==> src/rtl/sap_pkg.sv <==
// Shared constants for the SAP control sequencer: opcodes, control-word bit positions
// and the sequencer state encoding.
package sap_pkg;

  localparam logic [3:0] OP_NOP = 4'h0;
  localparam logic [3:0] OP_LDA = 4'h1;
  localparam logic [3:0] OP_ADD = 4'h2;
  localparam logic [3:0] OP_SUB = 4'h3;
  localparam logic [3:0] OP_STA = 4'h4;
  localparam logic [3:0] OP_LDI = 4'h5;
  localparam logic [3:0] OP_JMP = 4'h6;
  localparam logic [3:0] OP_JC  = 4'h7;
  localparam logic [3:0] OP_JZ  = 4'h8;
  localparam logic [3:0] OP_OUT = 4'hE;
  localparam logic [3:0] OP_HLT = 4'hF;

  // Bit positions inside the 15-bit control word; n-prefixed bits are active low.
  localparam int unsigned CTRL_CP   = 14;
  localparam int unsigned CTRL_EP   = 13;
  localparam int unsigned CTRL_LP   = 12;
  localparam int unsigned CTRL_NLMA = 11;
  localparam int unsigned CTRL_NLMD = 10;
  localparam int unsigned CTRL_NCE  = 9;
  localparam int unsigned CTRL_NLR  = 8;
  localparam int unsigned CTRL_NLI  = 7;
  localparam int unsigned CTRL_NEI  = 6;
  localparam int unsigned CTRL_NLA  = 5;
  localparam int unsigned CTRL_EA   = 4;
  localparam int unsigned CTRL_SUB  = 3;
  localparam int unsigned CTRL_EU   = 2;
  localparam int unsigned CTRL_NLB  = 1;
  localparam int unsigned CTRL_NLO  = 0;

  localparam logic [14:0] CTRL_IDLE = 15'h0FE3;

  typedef enum logic [2:0] {
    StRun,
    StHalt,
    StPclr,
    StPaddr,
    StPwait,
    StPdata,
    StPwrite,
    StPdone
  } state_e;

endpackage

==> src/rtl/sap_microcode_rom.sv <==
// Combinational microcode: maps (opcode, micro-step, flags) to the control word and flags
// the last active micro-step of the instruction.
module sap_microcode_rom
  import sap_pkg::*;
(
  input  logic [3:0]  opcode_i,
  input  logic [2:0]  t_state_i,
  input  logic        cf_i,
  input  logic        zf_i,
  output logic [14:0] ctrl_o,
  output logic        last_step_o
);

  always_comb begin
    ctrl_o      = CTRL_IDLE;
    last_step_o = 1'b0;
    case (t_state_i)
      3'd0: begin
        ctrl_o[CTRL_EP]   = 1'b1;
        ctrl_o[CTRL_NLMA] = 1'b0;
      end
      3'd1: begin
        ctrl_o[CTRL_CP]  = 1'b1;
        ctrl_o[CTRL_NCE] = 1'b0;
        ctrl_o[CTRL_NLI] = 1'b0;
        // Only opcodes with an execute phase continue past T1; unknown ones act as NOP.
        case (opcode_i)
          OP_LDA, OP_ADD, OP_SUB, OP_STA, OP_LDI,
          OP_JMP, OP_JC, OP_JZ, OP_OUT: last_step_o = 1'b0;
          default:                      last_step_o = 1'b1;
        endcase
      end
      3'd2: begin
        case (opcode_i)
          OP_LDA, OP_ADD, OP_SUB, OP_STA: begin
            ctrl_o[CTRL_NEI]  = 1'b0;
            ctrl_o[CTRL_NLMA] = 1'b0;
          end
          OP_LDI: begin
            ctrl_o[CTRL_NEI] = 1'b0;
            ctrl_o[CTRL_NLA] = 1'b0;
            last_step_o      = 1'b1;
          end
          OP_JMP: begin
            ctrl_o[CTRL_NEI] = 1'b0;
            ctrl_o[CTRL_LP]  = 1'b1;
            last_step_o      = 1'b1;
          end
          OP_JC: begin
            ctrl_o[CTRL_NEI] = 1'b0;
            ctrl_o[CTRL_LP]  = cf_i;
            last_step_o      = 1'b1;
          end
          OP_JZ: begin
            ctrl_o[CTRL_NEI] = 1'b0;
            ctrl_o[CTRL_LP]  = zf_i;
            last_step_o      = 1'b1;
          end
          OP_OUT: begin
            ctrl_o[CTRL_EA]  = 1'b1;
            ctrl_o[CTRL_NLO] = 1'b0;
            last_step_o      = 1'b1;
          end
          default: ;
        endcase
      end
      3'd3: begin
        case (opcode_i)
          OP_LDA: begin
            ctrl_o[CTRL_NCE] = 1'b0;
            ctrl_o[CTRL_NLA] = 1'b0;
            last_step_o      = 1'b1;
          end
          OP_ADD, OP_SUB: begin
            ctrl_o[CTRL_NCE] = 1'b0;
            ctrl_o[CTRL_NLB] = 1'b0;
            ctrl_o[CTRL_SUB] = (opcode_i == OP_SUB);
          end
          OP_STA: begin
            ctrl_o[CTRL_EA]   = 1'b1;
            ctrl_o[CTRL_NLMD] = 1'b0;
          end
          default: ;
        endcase
      end
      3'd4: begin
        case (opcode_i)
          OP_ADD, OP_SUB: begin
            ctrl_o[CTRL_EU]  = 1'b1;
            ctrl_o[CTRL_NLA] = 1'b0;
            ctrl_o[CTRL_SUB] = (opcode_i == OP_SUB);
            last_step_o      = 1'b1;
          end
          OP_STA: begin
            ctrl_o[CTRL_NLR] = 1'b0;
            last_step_o      = 1'b1;
          end
          default: ;
        endcase
      end
      default: ;
    endcase
  end

endmodule

==> src/rtl/sap_control_sequencer.sv <==
// Control sequencer for the bus-based 8-bit CPU: micro-step FSM, halt, and the
// host programming handshake that fills all 2^ADDR_W RAM bytes.
module sap_control_sequencer
  import sap_pkg::*;
#(
  parameter int unsigned ADDR_W    = 4,
  parameter int unsigned T_STATES  = 6,
  parameter int unsigned EARLY_END = 1
) (
  input  logic        clk,
  input  logic        rst_n,
  input  logic [3:0]  opcode,
  input  logic        CF,
  input  logic        ZF,
  input  logic        programming,
  input  logic        ui_valid,
  output logic [14:0] ctrl,
  output logic        pc_clr,
  output logic        read_ui_in,
  output logic        ready,
  output logic        done_load,
  output logic        HF,
  output logic [2:0]  t_state
);

  localparam logic [2:0]        TLast  = 3'(T_STATES - 1);
  localparam logic [ADDR_W-1:0] CntMax = '1;

  state_e            state_q, state_d;
  logic [2:0]        t_q, t_d;
  logic [ADDR_W-1:0] cnt_q, cnt_d;
  logic              pc_clr_q, pc_clr_d;
  logic              read_ui_in_q, read_ui_in_d;
  logic              ready_q, ready_d;
  logic              done_load_q, done_load_d;
  logic              hf_q, hf_d;

  logic [14:0] rom_ctrl;
  logic        rom_last;
  logic        load_req;

  sap_microcode_rom u_rom (
    .opcode_i    (opcode),
    .t_state_i   (t_q),
    .cf_i        (CF),
    .zf_i        (ZF),
    .ctrl_o      (rom_ctrl),
    .last_step_o (rom_last)
  );

  assign load_req = (state_q == StRun) && (t_q == 3'd0) && programming;

  always_comb begin
    state_d = state_q;
    t_d     = t_q;
    cnt_d   = cnt_q;
    case (state_q)
      StRun: begin
        if (load_req) begin
          state_d = StPclr;
        end else if ((t_q == 3'd1) && (opcode == OP_HLT)) begin
          state_d = StHalt;
          t_d     = 3'd0;
        end else if (((EARLY_END != 0) && rom_last) || (t_q == TLast)) begin
          t_d = 3'd0;
        end else begin
          t_d = t_q + 3'd1;
        end
      end
      StHalt:  state_d = StHalt;
      StPclr:  state_d = StPaddr;
      StPaddr: state_d = StPwait;
      StPwait: if (ui_valid) state_d = StPdata;
      StPdata: state_d = StPwrite;
      StPwrite: begin
        cnt_d   = cnt_q + 1'b1;
        state_d = (cnt_q == CntMax) ? StPdone : StPaddr;
      end
      StPdone: if (!programming) state_d = StRun;
      default: state_d = StRun;
    endcase

    // Status outputs are registered from the next state so they line up with state_q.
    pc_clr_d     = (state_d == StPclr) || (state_d == StPdone);
    read_ui_in_d = (state_d == StPdata);
    ready_d      = (state_d == StPwait);
    done_load_d  = (state_d == StPdone);
    hf_d         = (state_d == StHalt);
  end

  always_ff @(negedge clk or negedge rst_n) begin
    if (!rst_n) begin
      state_q      <= StRun;
      t_q          <= 3'd0;
      cnt_q        <= '0;
      pc_clr_q     <= 1'b0;
      read_ui_in_q <= 1'b0;
      ready_q      <= 1'b0;
      done_load_q  <= 1'b0;
      hf_q         <= 1'b0;
    end else begin
      state_q      <= state_d;
      t_q          <= t_d;
      cnt_q        <= cnt_d;
      pc_clr_q     <= pc_clr_d;
      read_ui_in_q <= read_ui_in_d;
      ready_q      <= ready_d;
      done_load_q  <= done_load_d;
      hf_q         <= hf_d;
    end
  end

  always_comb begin
    ctrl = CTRL_IDLE;
    case (state_q)
      StRun: if (!load_req) ctrl = rom_ctrl;
      StPaddr: begin
        ctrl[CTRL_EP]   = 1'b1;
        ctrl[CTRL_NLMA] = 1'b0;
      end
      StPdata: ctrl[CTRL_NLMD] = 1'b0;
      StPwrite: begin
        ctrl[CTRL_NLR] = 1'b0;
        ctrl[CTRL_CP]  = 1'b1;
      end
      default: ;
    endcase
    // Reset state is RUN/T0, whose fetch word must not reach the bus while reset is held.
    if (!rst_n) ctrl = CTRL_IDLE;
  end

  assign pc_clr     = pc_clr_q;
  assign read_ui_in = read_ui_in_q;
  assign ready      = ready_q;
  assign done_load  = done_load_q;
  assign HF         = hf_q;
  assign t_state    = t_q;

endmodule

==> config.mk <==
export PLATFORM = sky130hd
export DESIGN_NAME = sap_control_sequencer
export DESIGN_NICKNAME = d
export VERILOG_FILES = /design/src/rtl/sap_pkg.sv /design/src/rtl/sap_microcode_rom.sv /design/src/rtl/sap_control_sequencer.sv
export SDC_FILE = /design/constraint.sdc
export NUM_CORES = 1
export LEC_CHECK = 0
export ABC_AREA = 1
export BUFFER_PORTS_ARGS = -buffer_cell sky130_fd_sc_hd__buf_2
export CAP_MARGIN = 0
export CELL_PAD_IN_SITES_DETAIL_PLACEMENT = 1
export CELL_PAD_IN_SITES_GLOBAL_PLACEMENT = 1
export CORE_ASPECT_RATIO = 0.8
export CORE_UTILIZATION = 37
export DETAILED_ROUTE_END_ITERATION = 8
export PLACE_DENSITY_LB_ADDON = 0.1
export SLEW_MARGIN = 0
export SYNTH_ARGS = -nofsm -noshare
export SYNTH_HDL_FRONTEND = slang
export SYNTH_SLANG_ARGS = --single-unit
==> constraint.sdc <==
create_clock -name clk -period 1.5 [get_ports clk]
set_input_delay 0.075 -clock clk [delete_from_list [all_inputs] [get_ports clk]]
set_output_delay 0.075 -clock clk [all_outputs]
set_load 0.01 [all_outputs]
==> metrics.md, run 1 <==
| Metric | Value |
|---|---|
| Seq/Total Area, Yosys | `0.304` |
| Root Buffer Master | `clkbuf_8` |
| Cts hold-fix bufs | `0` |
| H-tree depth | `1` |
| Yosys cell types | `29` |
| Number of antenna violations at the first check in global routing | `0` |
| Worst ep type | `primary output` |
| Number of buffers created by CTS | `3` |
| IO buf count | `32` |
| Stop stage | `global routing (5_1_grt)` |
| RePlAce Congestion | `about 0.85` |
| Num ports | `33` |
| Err | `[ERROR DPL-0033] detailed placement checks failed during check placement.` |
| Die W | `~67 um` |
| YS warnings | `0` |
| Place WS | `-0.932 ns` |
| Die Ht | `between 50 and 60 um` |
| Cell Rows | `18` |
| Post-Syn Instances | `173` |
| Synth area leader | `dfrtn_1` |
| Worst_ep grt | `ctrl[4]` |
| Initial Util | `0.394` |
| Dpl hpwl | `approximately 4000 um` |
| Synth top area share | `0.304` |
| Synthesized area | `approximately 0.0012 mm2` |
| Status | `aborted with a tool error` |
| Area contributors post-synth | `dfrtn_1 (30%), nand2_1 (15%), inv_1 (7.0%)` |
| Post-Synthesis Net Count | `around 190` |
| Clk buf depth | `2` |
| Syn avg cell area | `slightly above 7 um2` |
| Pin count of the biggest net entering global routing | `16` |
| Seq cells post-synth | `15` |
| Clk sinks | `15` |
-- synth_stat cells --
master / instances
mux2_2: 1
o21ai_0: 2
o21ai_1: 2
nor3_2: 1
xnor2_1: 1
inv_2: 4
nand4_4: 1
nand2_2: 3
nand3_4: 1
clkinv_1: 1
o211ai_1: 4
nand2_4: 2
nor2_2: 7
nand3_1: 16
nor2_4: 1
dfrtn_1: 15
ha_1: 6
nor4_1: 1
a21oi_1: 5
inv_1: 23
a211oi_1: 1
buf_4: 1
a21oi_4: 1
xor2_1: 2
nand3_2: 3
nand2_1: 48
nor2_1: 17
nor3_1: 2
nor2_8: 1
-- what timing repair did --
item,in CTS
resized for setup,42
pin swaps,10
cloned,0
buffers inserted,6
setup endpoints to repair,30
-- through the flow --
| stage | std cells | setup TNS (ns) | cell area [um2] | utilization |
|---|---|---|---|---|
| global placement | 292 | -13.48 | 1900 | 0.608 |
| floorplan | 173 | -10.63 | 1350 | - |
| detailed placement | 292 | -15.72 | 1900 | 0.608 |
| CTS | 301 | -19.39 | 2170 | 0.694 |
-- kinds of logic after synthesis --
group / after synthesis / share of synthesized area
and+or+nand+nor: 104 / 0.434
DFF: 15 / 0.304
xor gates and xnor gates: 3 / 0.0213
buffers and inverters: 29 / 0.0912
AOI/OAI and AO/OA: 15 / 0.0800
adders and majority gates: 6 / 0.0608
muxes: 1 / 0.00912
==> inputs of run 2 (changes only) <==
--- a/config.mk
+++ b/config.mk
@@ -8,12 +8,10 @@
 export ABC_AREA = 1
 export BUFFER_PORTS_ARGS = -buffer_cell sky130_fd_sc_hd__buf_2
 export CAP_MARGIN = 0
-export CELL_PAD_IN_SITES_DETAIL_PLACEMENT = 1
-export CELL_PAD_IN_SITES_GLOBAL_PLACEMENT = 1
-export CORE_ASPECT_RATIO = 0.8
-export CORE_UTILIZATION = 37
+export CORE_AREA = 2 2 63 65
 export DETAILED_ROUTE_END_ITERATION = 8
-export PLACE_DENSITY_LB_ADDON = 0.1
+export DIE_AREA = 0 0 65 67
+export PLACE_DENSITY_LB_ADDON = 0.15
 export SLEW_MARGIN = 0
 export SYNTH_ARGS = -nofsm -noshare
 export SYNTH_HDL_FRONTEND = slang
==> run 2 against run 1 <==
Compared with the run above:
- the flow now finishes, with violations (setup timing)
- synthesized area unchanged
- synthesized cell count unchanged
==> metrics.md, run 2 <==
| Metric | Value |
|---|---|
| Seq cells post-synth | `15 (unchanged)` |
| CP Max Fanout | `3` |
| CTS tree | `done` |
| Final setup fails | `27` |
| IO buf count | `32 (unchanged)` |
| Drt drc | `0` |
| Dpl hpwl | `2780 um (-30%)` |
| Proportion of synthesized area in mux cells | `0.00912 (unchanged)` |
| Area fraction in compound gates after synthesis | `0.0800 (unchanged)` |
| Cell area after layout | `0.00224 mm2` |
| Synth area leader | `dfrtn_1` |
| Most common cell after layout, fill and taps aside | `buf_4` |
| Antenna Nets Post-Route | `0` |
| Worst R2R Path Depth | `11` |
| Worst Skew | `0.00150 ns` |
| H-tree depth | `1 (unchanged)` |
| Average wire per standard cell | `approximately 11 um` |
| Largest family of logic cells by synthesized area | `simple AND/OR/NAND/NOR gates` |
| Tot GR Track Use | `0.175` |
| Drt pass-1 iters | `4` |
| Post-route insts no fill | `311` |
| Placed Cells | `302 (+3.4%)` |
| Number of antenna violations at the first check in global routing | `0` |
| Most frequent cell after synthesis | `nand2_1` |
| Share of layout cells above drive strength 1 | `0.620` |
| Number of synthesized flops with an enable pin | `0 (unchanged)` |
| Initial Util | `0.342 (-0.0520)` |
| Synth top area share | `0.304 (unchanged)` |
| Final Hold Fails | `0` |
| Most used DFF post-synth | `dfrtn_1` |
| Seq/Total Area, Yosys | `0.304 (unchanged)` |
| Nets | `280` |
| Congestion Overflow GR | `0` |
| Crit path arrival time | `about 2.5 ns` |
| Number of buffers created by CTS | `3 (unchanged)` |
| YS warnings | `0 (unchanged)` |
| Leakage power | `approximately 1.1 nW` |
| Clock Latency Late Sink | `approximately 0.26 ns` |
| CP Class | `reg2out` |
| Die ar. | `about 0.0044 mm2` |
| Reg2reg start | `t_state[1]` |
| 1st-iter DRT viols | `75` |
| Clk sinks | `15 (unchanged)` |
| Slew Viols, Final | `0` |
| Yosys cell types | `29 (unchanged)` |
| Die W | `65 um (-2.4%)` |
| Core Area | `approximately 0.0036 mm2` |
| First-pass GRT wire length | `5930 um` |
| CP required | `about 1.4 ns` |
| CP startpoint kind | `flop` |
| Antenna cells | `0` |
| Adder-cell share of the synthesized area | `0.0608 (unchanged)` |
| Number of flip-flops under the largest register name | `4` |
| Area contributors post-synth | `dfrtn_1 (30%), nand2_1 (15%), inv_1 (7.0%)` |
| Status | `finished with violations` |
| Worst setup EP type | `output pin` |
| Register with the most flip-flops | `cnt_q` |
| P per Cell Area | `roughly 1600 mW/mm2` |
| Pin count of the biggest net entering global routing | `14` |
| Simple-Gate Fraction of Synth Area | `0.434 (unchanged)` |
| Tightest Hold Check Type | `in2async` |
| RePlAce Congestion | `0.872 (+2.1%)` |
| Clock Pin Slew Worst Setup and Hold Paths | `0.04 ns` |
| Vias post-DR | `approximately 1400` |
| Slew @ Worst Pin | `roughly 0.32 ns` |
| VDD IR max | `~0.87 mV` |
| Vias in the first global route | `1364` |
| Root Buffer Master | `clkbuf_8` |
| Final WS setup | `-1.07 ns` |
| Xor/xnor share of the synthesized area | `0.0213 (unchanged)` |
| Slew HR | `0.788` |
| R2R setup slack | `-0.13 ns` |
| Total wire length | `3560 um` |
| Setup TNS | `-16.67 ns` |
| Ys async rst share | `1.00 (unchanged)` |
| Clk buf depth | `2 (unchanged)` |
| Die Ht | `67 um (+25%)` |
| RSZ-0062 raised after global routing | `true` |
| Post-Syn Instances | `173 (unchanged)` |
| Syn avg cell area | `7.14 um2 (unchanged)` |
| DP Area | `0.00194 mm2 (+2.0%)` |
| Failing checks | `setup timing` |
| Cts hold-fix bufs | `0 (unchanged)` |
| Post-Synthesis Net Count | `189 (unchanged)` |
| Synthesized area | `0.00123 mm2 (unchanged)` |
| DR vias/cell | `approximately 4.5` |
| Num ports | `33 (unchanged)` |
| Power, Total | `about 3.6 mW` |
| R2r endpoint | `t_state[0]` |
| Cell Rows | `22 (+4)` |
| Area Overhead vs Synth | `81.5%` |
| Place WS | `-0.835 ns (+0.0961 ns)` |
| Most frequent cells in the layout | `buf_4 (50), nand2_1 (36), buf_2 (24)` |
| Post-synth top cells | `nand2_1 (48), inv_1 (23), nor2_1 (17)` |
| Max_cap viols | `0` |
run 2: cell counts after synthesis:
No cell type changed its count.
run 2: metrics by stage:
step	utilization	hold WS, ns
finish	0.621	0.319
global route	0.621	0.321
CTS	0.589	0.318
detailed placement	0.538	0.446
global placement	0.538	0.445
floorplan	-	0.199
run 2: critical path: stages, from the launching register on:
cell	delay (ns)
dfrtn_1	0.45
buf_4	0.15
ha_4	0.14
nand2_1	0.07
nand2_2	0.09
nor2_4	0.05
nor4_4	0.32
nand2_2	0.07
buf_2	0.13
run 2: how the worst max path moves through the flow:
| stage | start | endpoint | slack [ns] | cells past startpoint |
|---|---|---|---|---|
| detailed placement | t_state[1] | ctrl[4] | -0.84 | 10 |
| floorplan | t_state[0] | ctrl[4] | -0.79 | 9 |
| global placement | t_state[1] | ctrl[4] | -0.79 | 10 |
| CTS | t_state[1] | ctrl[4] | -1.04 | 10 |
| global route | t_state[1] | ctrl[5] | -1.14 | 8 |
| finish | t_state[1] | ctrl[5] | -1.07 | 8 |
run 2: area by class of cell:
cell class / count / area, um2
fillers: 328 / 1370
well taps: 48 / 60.1
flip-flops and latches: 15 / 375
inverters: 28 / 113
multi-input cells: 129 / 997
clock buffers: 4 / 45.0
repair buffers: 87 / 651
run 2: cell families after synthesis:
| kind of cell | Yosys count |
|---|---|
| and+or+nand+nor | 104 |
| buffers and inverters | 29 |
| AOI/OAI and AO/OA | 15 |
| DFF | 15 |
| adders and majority gates | 6 |
| xor gates and xnor gates | 3 |
| muxes | 1 |
run 2: power breakdown:
part | total (mW) | switching, mW | leakage [nW] | internal [mW]
combinational | 2.62 | 1.35 | 0.930 | 1.27
sequential | 0.693 | 0.116 | 0.192 | 0.576
clock | 0.325 | 0.137 | 0.0228 | 0.188
total | 3.63 | 1.60 | 1.14 | 2.03
run 2: repair_timing:
action / 4_1_cts / 5_1_grt
resized for setup: 25 / 25
endpoints found under the setup margin: 29 / 29
pin swaps: 4 / 12
setup buffers: 4 / 2
run 2: metal layers:
layer,vias to the layer above,track usage,routed length [um]
li1,732,-,-
met1,634,0.231,1620
met2,23,0.296,1820
met3,0,0.0355,121
met4,0,0.0293,0
met5,-,0,0
(Power assumes the default switching activity.)
